## src/rtl/urom_loader.sv

```systemverilog
// Boot loader for the writable microcode store: parses A5/N/payload/CHK frames,
// writes 24-bit words to consecutive addresses and releases the core on a verified image.
module urom_loader #(
  parameter int ADDR_W = 8,
  parameter int WORD_W = 24
) (
  input  logic              clk,
  input  logic              rst,
  input  logic [7:0]        rx_data,
  input  logic              rx_valid,
  output logic              rx_ready,
  output logic              wr_en,
  output logic [ADDR_W-1:0] wr_addr,
  output logic [WORD_W-1:0] wr_data,
  output logic [ADDR_W:0]   words_loaded,
  output logic              done,
  output logic              err,
  output logic              cpu_rstn,
  output logic [2:0]        fsm_state
);

  localparam logic [2:0] S_IDLE = 3'd0;
  localparam logic [2:0] S_LEN  = 3'd1;
  localparam logic [2:0] S_DATA = 3'd2;
  localparam logic [2:0] S_CHK  = 3'd3;
  localparam logic [2:0] S_DONE = 3'd4;
  localparam logic [2:0] S_ERR  = 3'd5;

  localparam logic [7:0] SYNC_BYTE = 8'hA5;

  logic [2:0]      state;
  logic [7:0]      len_q;
  logic [7:0]      acc;
  logic [1:0]      byte_idx;
  logic [15:0]     asm_q;
  logic [ADDR_W:0] target;
  logic            xfer;

  // Handshake: a byte moves only on a cycle where rx_valid && rx_ready; the
  // sender holds rx_data stable until then. rx_ready never depends on rx_valid.
  assign rx_ready  = !rst && (state != S_DONE);
  assign xfer      = rx_valid && rx_ready;
  assign fsm_state = state;

  // A length byte of zero stands for a full store image.
  assign target = (len_q == 8'd0) ? {1'b1, {ADDR_W{1'b0}}} : (ADDR_W+1)'(len_q);

  always_ff @(posedge clk) begin
    if (rst) begin
      state        <= S_IDLE;
      len_q        <= 8'd0;
      acc          <= 8'd0;
      byte_idx     <= 2'd0;
      asm_q        <= 16'd0;
      wr_en        <= 1'b0;
      wr_addr      <= '0;
      wr_data      <= '0;
      words_loaded <= '0;
      done         <= 1'b0;
      err          <= 1'b0;
      cpu_rstn     <= 1'b0;
    end else begin
      wr_en <= 1'b0;
      // Address and count advance the cycle after each write pulse.
      if (wr_en) begin
        wr_addr      <= wr_addr + 1'b1;
        words_loaded <= words_loaded + 1'b1;
      end
      if (xfer) begin
        case (state)
          S_IDLE: begin
            if (rx_data == SYNC_BYTE) state <= S_LEN;
          end
          S_LEN: begin
            len_q        <= rx_data;
            words_loaded <= '0;
            wr_addr      <= '0;
            acc          <= 8'd0;
            err          <= 1'b0;
            byte_idx     <= 2'd0;
            state        <= S_DATA;
          end
          S_DATA: begin
            acc <= acc + rx_data;
            if (byte_idx == 2'd2) begin
              wr_en    <= 1'b1;
              wr_data  <= {asm_q, rx_data};
              byte_idx <= 2'd0;
              if (words_loaded + 1'b1 == target) state <= S_CHK;
            end else begin
              asm_q    <= {asm_q[7:0], rx_data};
              byte_idx <= byte_idx + 1'b1;
            end
          end
          S_CHK: begin
            if (8'(acc + rx_data) == 8'd0) begin
              state    <= S_DONE;
              done     <= 1'b1;
              cpu_rstn <= 1'b1;
            end else begin
              state <= S_ERR;
              err   <= 1'b1;
            end
          end
          S_ERR: begin
            if (rx_data == SYNC_BYTE) state <= S_LEN;
          end
          default: ;
        endcase
      end
    end
  end

endmodule

```

## config.mk

```make
export PLATFORM = sky130hd
export DESIGN_NAME = urom_loader
export DESIGN_NICKNAME = d
export VERILOG_FILES = /design/src/rtl/urom_loader.sv
export SDC_FILE = /design/constraint.sdc
export NUM_CORES = 1
export LEC_CHECK = 0
export CAP_MARGIN = 20
export CORE_MARGIN = 2
export CORE_UTILIZATION = 55
export CTS_BUF_LIST = sky130_fd_sc_hd__clkbuf_4 sky130_fd_sc_hd__clkbuf_8
export DETAILED_ROUTE_END_ITERATION = 7
export PLACE_DENSITY = 0.92
export SYNTH_ARGS = -nofsm -noshare
export SYNTH_HDL_FRONTEND = slang
export SYNTH_SLANG_ARGS = --single-unit
```

## constraint.sdc

```tcl
create_clock -name clk -period 2.87 [get_ports clk]
set_input_delay 0.4305 -clock clk [delete_from_list [all_inputs] [get_ports clk]]
set_output_delay 0.4305 -clock clk [all_outputs]
set_load 0.1 [all_outputs]
```

; ---- Word level (Yosys, flattened, before mapping)
; Index checks and enable logic that the tools add are counted.
[classes]
add_sub_neg = 4
div_mod_pow = 0
mul = 0
n_eq_ne = 12
n_bitwise = 3
reduce_logical = 18
shift = 0
magnitude_cmp = 0
muxes = 18
[op_table]
columns = operator, count
row1 = 2-to-1 mux 9 bit, 4
row2 = 2-to-1 mux 8 bit, 3
row3 = logical NOT 8 bit, 2
row4 = case mux 8 bit (2 select lines), 1
row5 = case mux 3 bit (4 select lines), 1
row6 = AND reduction 3 bit, 4
row7 = "adder 9 x 1 -> 9 bit, second input constant", 1
row8 = equality test 9 bit, 1
row9 = 2-to-1 mux 3 bit, 3
row10 = "adder 8 x 1 -> 8 bit, second input constant", 1
row11 = adder 8 bit, 1
row12 = "equality test 8 bit, second input constant", 1
row13 = "equality test 3 x 2 -> 1 bit, second input constant", 2
row14 = "inequality test 2 bit, second input constant", 3
row15 = AND reduction 5 bit, 1
row16 = case mux 2 bit (2 select lines), 1
row17 = AND reduction 2 bit, 2
row18 = nonzero test 2 bit, 2
row19 = nonzero test 4 bit, 1
row20 = "equality test 3 x 1 -> 1 bit, second input constant", 1
row21 = "equality test 3 bit, second input constant", 1
row22 = logical NOT 3 bit, 1
row23 = 2-to-1 mux 1 bit, 3
row24 = "inequality test 3 bit, second input constant", 1
row25 = 10 further kinds, 13
[totals]
rom_bits = 0
ram_bits = 0
mem_count = 0
latchBits = 0
in_bits = 11
elab_cells = 66
regBits = 81
out_inout_bits = 49

; ---- Depth between registers and ports, before layout
; Gate-level depths: netlist (run 1).
[logic_depth]
depth_word = 6
ltp_mapped = 9
mapped_depth_nobuf = 8

; ---- Worst setup path before layout (run 1)
; OpenSTA, ideal clock, no wires.
[synth_timing]
path_type = reg-to-output
startpoint = register state[1], in the netlist fsm_state[1]
endpoint = output port rx_ready
n_path_buf = 1
arrival_time_ns = 2.823
path_stages_with_launch = 4
path_slack_ns = -0.383
t_required_ns = 2.440
cell_sequence = dfxtp_1 -> buf_2 -> nor2_1 -> a21oi_1
[synth_between]
elab_chain_cells = 2
[synth_lines]
columns = item, line_no
row1 = start: declaration, 31  ; logic [2:0] state;
row2 = start signal: assignment, 50  ; state <= S_IDLE;
row3 = start signal: assignment, 72  ; if (rx_data == SYNC_BYTE) state <= S_LEN;
row4 = start signal: assignment, 81  ; state <= S_DATA;
row5 = inequality test 3 bit, 41  ; assign rx_ready = !rst && (state != S_DONE);
row6 = logical AND 1 bit, 41
row7 = end: declaration, 11  ; output logic rx_ready,
; No other way between the ends.

; ---- Final worst setup path (run 1)
[layout_timing]
startpoint = input port rx_data[0]
endpoint = register state[0], in the netlist fsm_state[0]
[layout_between]
elab_chain_cells = 4
word_cells_on_any_way = 7
classes_between = add/sub: 1 / eq/ne: 2 / mux: 2 / reduce/logical: 2
[layout_lines]
columns = item, line_no
row1 = start: declaration, 9  ; input logic [7:0] rx_data,
row2 = adder 8 bit, 96  ; if (8'(acc + rx_data) == 8'd0) begin
row3 = logical NOT 8 bit, 96
row4 = 2-to-1 mux 1 bit, 96
row5 = case mux 3 bit (4 select lines), 70  ; case (state)
row6 = end signal: assignment, 72
row7 = end signal: assignment, 97  ; state <= S_DONE;
row8 = end signal: assignment, 101  ; state <= S_ERR;
; Several ways; a longest one is shown, not always the timed one.
; A chain may end at the register's enable or synchronous reset.

==> results, run 1 <==
- The number of resized instances in the post-cts repair step is 0.
- The number of port buffers is 59.
- The post-synthesis cell type count is 43.
- In this run the power spent charging and discharging nets is 0.000487 W.
- For this run, the share of the core covered by cells in the final layout is 0.688.
- In the layout the commonest cells are sky130_fd_sc_hd__nand2_1 (110), sky130_fd_sc_hd__dfxtp_1 (81), sky130_fd_sc_hd__buf_4 (64), sky130_fd_sc_hd__a21oi_1 (56), sky130_fd_sc_hd__nor2_1 (49).
- The floorplan step defined a die boundary enclosing 7130 sq um.
- The clock latency on the worst-skew pair is 0.35 ns.
- In this run the remaining antenna-violating nets after routing total 0.
- For met3 alone, demand over resource in global routing was 0.0678.
- The mean routed wirelength per cell is 13.6 um.
- After layout, the worst setup slack is 0.271 ns.
- The via density per instance is 5.45.
- The leading register cell type out of synthesis is sky130_fd_sc_hd__dfxtp_1.
- The final global-route overflow total is 0.
- The clock root buffer is sky130_fd_sc_hd__clkbuf_8.
- For the worst setup path, the data arrival time is 2.84 ns.
- The global-route met2 utilization is 0.392.
- The share of the clock period used by the worst path is 0.906.
- Leaving out fill and tap cells, the most frequent cell in the layout is sky130_fd_sc_hd__nand2_1.
- The average footprint of a synthesized cell is 8.09 sq um.
- The I/O pin count is 60.
- The part of the power in registers is 0.547.
- The worst pin sits at a relative slew slack of 0.600.
- Across the run, the number of max-cap violations was 0.
- The total wire length is 7990 um.
- The category of the worst setup path capture point is a register.
- For the worst setup path, the data required time is 3.11 ns.
- For this design the ratio of total power to cell area is 473 nW/um^2.
- The upper clock frequency limit is 0.385 GHz.
- Of all nets on the critical path, the largest fanout is 2.
- The first routing iteration left 186 violations.
- The number of instances in the synthesized netlist is 440.
- The number of antenna violations at the first check in global routing came to 0.
- The die height is 84.4 um.
- The peak supply drop is 0.328 mV.
- At the end of routability-driven placement, the weighted congestion stood at 0.863.
- The proportion of register bits with asynchronous set or reset after synthesis is 0.
- The maximum clock path buffer count is 2.
- Summed over all failing endpoints, the final setup total negative slack is 0 ns.
- The post-layout total power is 0.00205 W.
- The path class of the lowest-slack min-delay path is input port to register.
- The post-synthesis register bit count is 81.
- The number of hold violations in the final report is 0.
- The number of slew-limit violations in the final report is 0.
- The area growth from synthesis to layout is 22.0%.
- Entering global routing, the biggest net connects 61 pins.
- For this run, the total global-route usage over all layers was measured as 0.234.
- The final worst clock skew is 0.0122 ns.
- The number of buffers created by CTS is 9.
- The yosys synthesis warning count is 0.
- The clock group share of total power is 0.411.
- The net count reported at finish is 525.
- The slew at the pin closest to its max-slew limit is 0.600 ns.
- Setup repair after global routing left no endpoint under its margin.
- Of the total power, the share spent switching nets is 0.237.
- The clock-pin slew reported for the worst setup and hold paths after clock tree synthesis is 0.08 ns.
- Of the cells placed in the final design, the portion with a size suffix greater than 1 is 0.169.
- The initialized floorplan defines 29 standard-cell rows.
- Subtracting the final worst setup slack from the clock period gives 2.60 ns.
- In the global route stage, met1 resource usage came out at 0.283.
- The first TritonRoute pass finished after 4 iterations.
- The startpoint class of the critical path is an input port.
- TritonCTS built the clock tree.
- The synthesized area is 3560 sq um.
- The setup path with the least slack is of type input port to register.
- The number of setup buffers added after CTS is 0.
- Setup violations remaining at the end of the flow were counted as 0.
- The combinational cell fraction of total power is 0.042.
- The most crowded layer after global routing is met2.
- Counting flops with a built-in enable in the synthesized netlist gives 0.
- The sequential area share after synthesis is 0.456.
- The number of global-route vias before repair is 3,002.
- The initial cell density of the core is 0.564.
- The number of antenna diodes in the final layout is 0.
- The flow ran to the end, and the final reports show no timing, DRC or antenna violations.
- The count of vias placed by the detailed router is 3,196.
- The post-detailed-route DRC marker count is 0.
- The wire-length estimate of the detail-placed layout is 5720 um.
- The floorplan step set the die width to 84.4 um.
- Counting every sink on the clock net gives 81.
- The cell leakage power is 1.71 nW.
- In this run the number of H-tree levels came out at 3.
- When the netlist entered floorplanning its net count stood at 461.
- The hold buffer count at cts is 0.
- The core area is 6310 sq um.
- The post-route worst hold slack is 0.377 ns.
- The internal portion of the total power is 0.00157 W.
- The post-placement setup slack is -0.0702 ns.
- The wire length of the first global-routing pass is 13,400 um.
-- synthesized netlist by cell type (all sizes together) (4+ instances only) --
library cell | number | area, sq um
clkbuf | 15 | 56.3
buf | 6 | 37.5
nand2b | 5 | 31.3
dfxtp | 81 | 1620
nor3 | 4 | 25.0
ha | 9 | 113
nand2 | 110 | 413
xnor2 | 18 | 158
nor4 | 5 | 31.3
a21oi | 57 | 285
xor2 | 14 | 130
a22oi | 9 | 67.6
mux2i | 5 | 50.1
o21ai | 5 | 25.0
nand3 | 9 | 45.0
inv | 7 | 26.3
nand4 | 6 | 37.5
nor2 | 49 | 184
-- kinds of logic (layout without fill, tap and decap cells) --
| group | Yosys count | count (layout) | share of synthesized area |
|---|---|---|---|
| compound gates | 80 | 80 | 0.128 |
| xor+xnor | 32 | 32 | 0.0809 |
| fa+ha+maj | 10 | 10 | 0.0373 |
| buf+inv | 28 | 97 | 0.0338 |
| flops | 81 | 81 | 0.456 |
| mux | 5 | 5 | 0.0141 |
| simple gates | 204 | 204 | 0.250 |
-- through the flow --
| stage | std cells | cell area (sq um) |
|---|---|---|
| 2_1_floorplan | 440 | 3560 |
| 3_3_place_gp | 570 | 4140 |
| 3_5_place_dp | 570 | 4140 |
| 4_1_cts | 586 | 4340 |
| 5_1_grt | 586 | 4340 |
| 6_report | 586 | 4340 |
-- path summary, 6_finish.rpt --
kind,endpoint,start,slack [ns],cells after the start
hold reg to reg,wr_data[22],wr_data[22],0.46,2
hold / removal,fsm_state[2],rst,0.38,2
setup / recovery,fsm_state[0],rx_data[0],0.27,9
setup reg to reg,fsm_state[0],acc[0],0.48,8
-- critical path, cell delays in order --
cell and delay [ns]:
sky130_fd_sc_hd__clkdlybuf4s50_1 0.42, sky130_fd_sc_hd__ha_1 0.23, sky130_fd_sc_hd__fa_1 0.40, sky130_fd_sc_hd__and3_1 0.17
sky130_fd_sc_hd__nor2_1 0.12, sky130_fd_sc_hd__xnor2_1 0.09, sky130_fd_sc_hd__nor3b_1 0.23, sky130_fd_sc_hd__or3b_1 0.40
sky130_fd_sc_hd__o311a_1 0.33
-- metal layers --
metal	vias to the layer above	wire length (um)
li1	1602	-
met1	1490	3380
met2	87	3960
met3	17	498
met4	0	153
met5	-	0
-- sequential cells by signal (all words and copies together) (netlist names) --
signal	count
wr_data	24
asm_q	16
words_loaded	9
acc	8
len_q	8
wr_addr	8
fsm_state	3
byte_idx	2
cpu_rstn	1
err	1
wr_en	1
-- power groups by stage --
stage | Clock, W | Sequential, W | Combinational, W
after floorplan | 0 | 0.00115 | 0.0000445
after global placement | 0 | 0.00115 | 0.0000855
after detailed placement | 0 | 0.00115 | 0.0000861
after CTS | 0.000861 | 0.00112 | 0.0000865
after global routing | 0.000917 | 0.00112 | 0.0000930
final | 0.000843 | 0.00112 | 0.0000870
-- final cells by class --
| cell class | count | area (sq um) |
|---|---|---|
| fillers | 533 | 1970 |
| multi-input cells | 331 | 1820 |
| flip-flops and latches | 81 | 1620 |
| repair buffers | 74 | 576 |
| clock buffers | 9 | 124 |
| well taps | 77 | 96.3 |
| clock inverters | 7 | 77.6 |
| inverters | 7 | 26.3 |
Power figures use the tool's default switching activity.
==> run 2, diff against run 1 <==
--- a/config.mk
+++ b/config.mk
@@ -11,6 +11,7 @@
 export CTS_BUF_LIST = sky130_fd_sc_hd__clkbuf_4 sky130_fd_sc_hd__clkbuf_8
 export DETAILED_ROUTE_END_ITERATION = 7
 export PLACE_DENSITY = 0.92
+export SLEW_MARGIN = 20
 export SYNTH_ARGS = -nofsm -noshare
 export SYNTH_HDL_FRONTEND = slang
 export SYNTH_SLANG_ARGS = --single-unit
==> results of run 2 <==
No change in the layout: final DEF, timing and power equal those of run 1.
==> run 3, diff against run 2 <==
--- a/config.mk
+++ b/config.mk
@@ -11,7 +11,6 @@
 export CTS_BUF_LIST = sky130_fd_sc_hd__clkbuf_4 sky130_fd_sc_hd__clkbuf_8
 export DETAILED_ROUTE_END_ITERATION = 7
 export PLACE_DENSITY = 0.92
-export SLEW_MARGIN = 20
 export SYNTH_ARGS = -nofsm -noshare
 export SYNTH_HDL_FRONTEND = slang
 export SYNTH_SLANG_ARGS = --single-unit
==> results of run 3 <==
No change in the layout: final DEF, timing and power equal those of run 1.
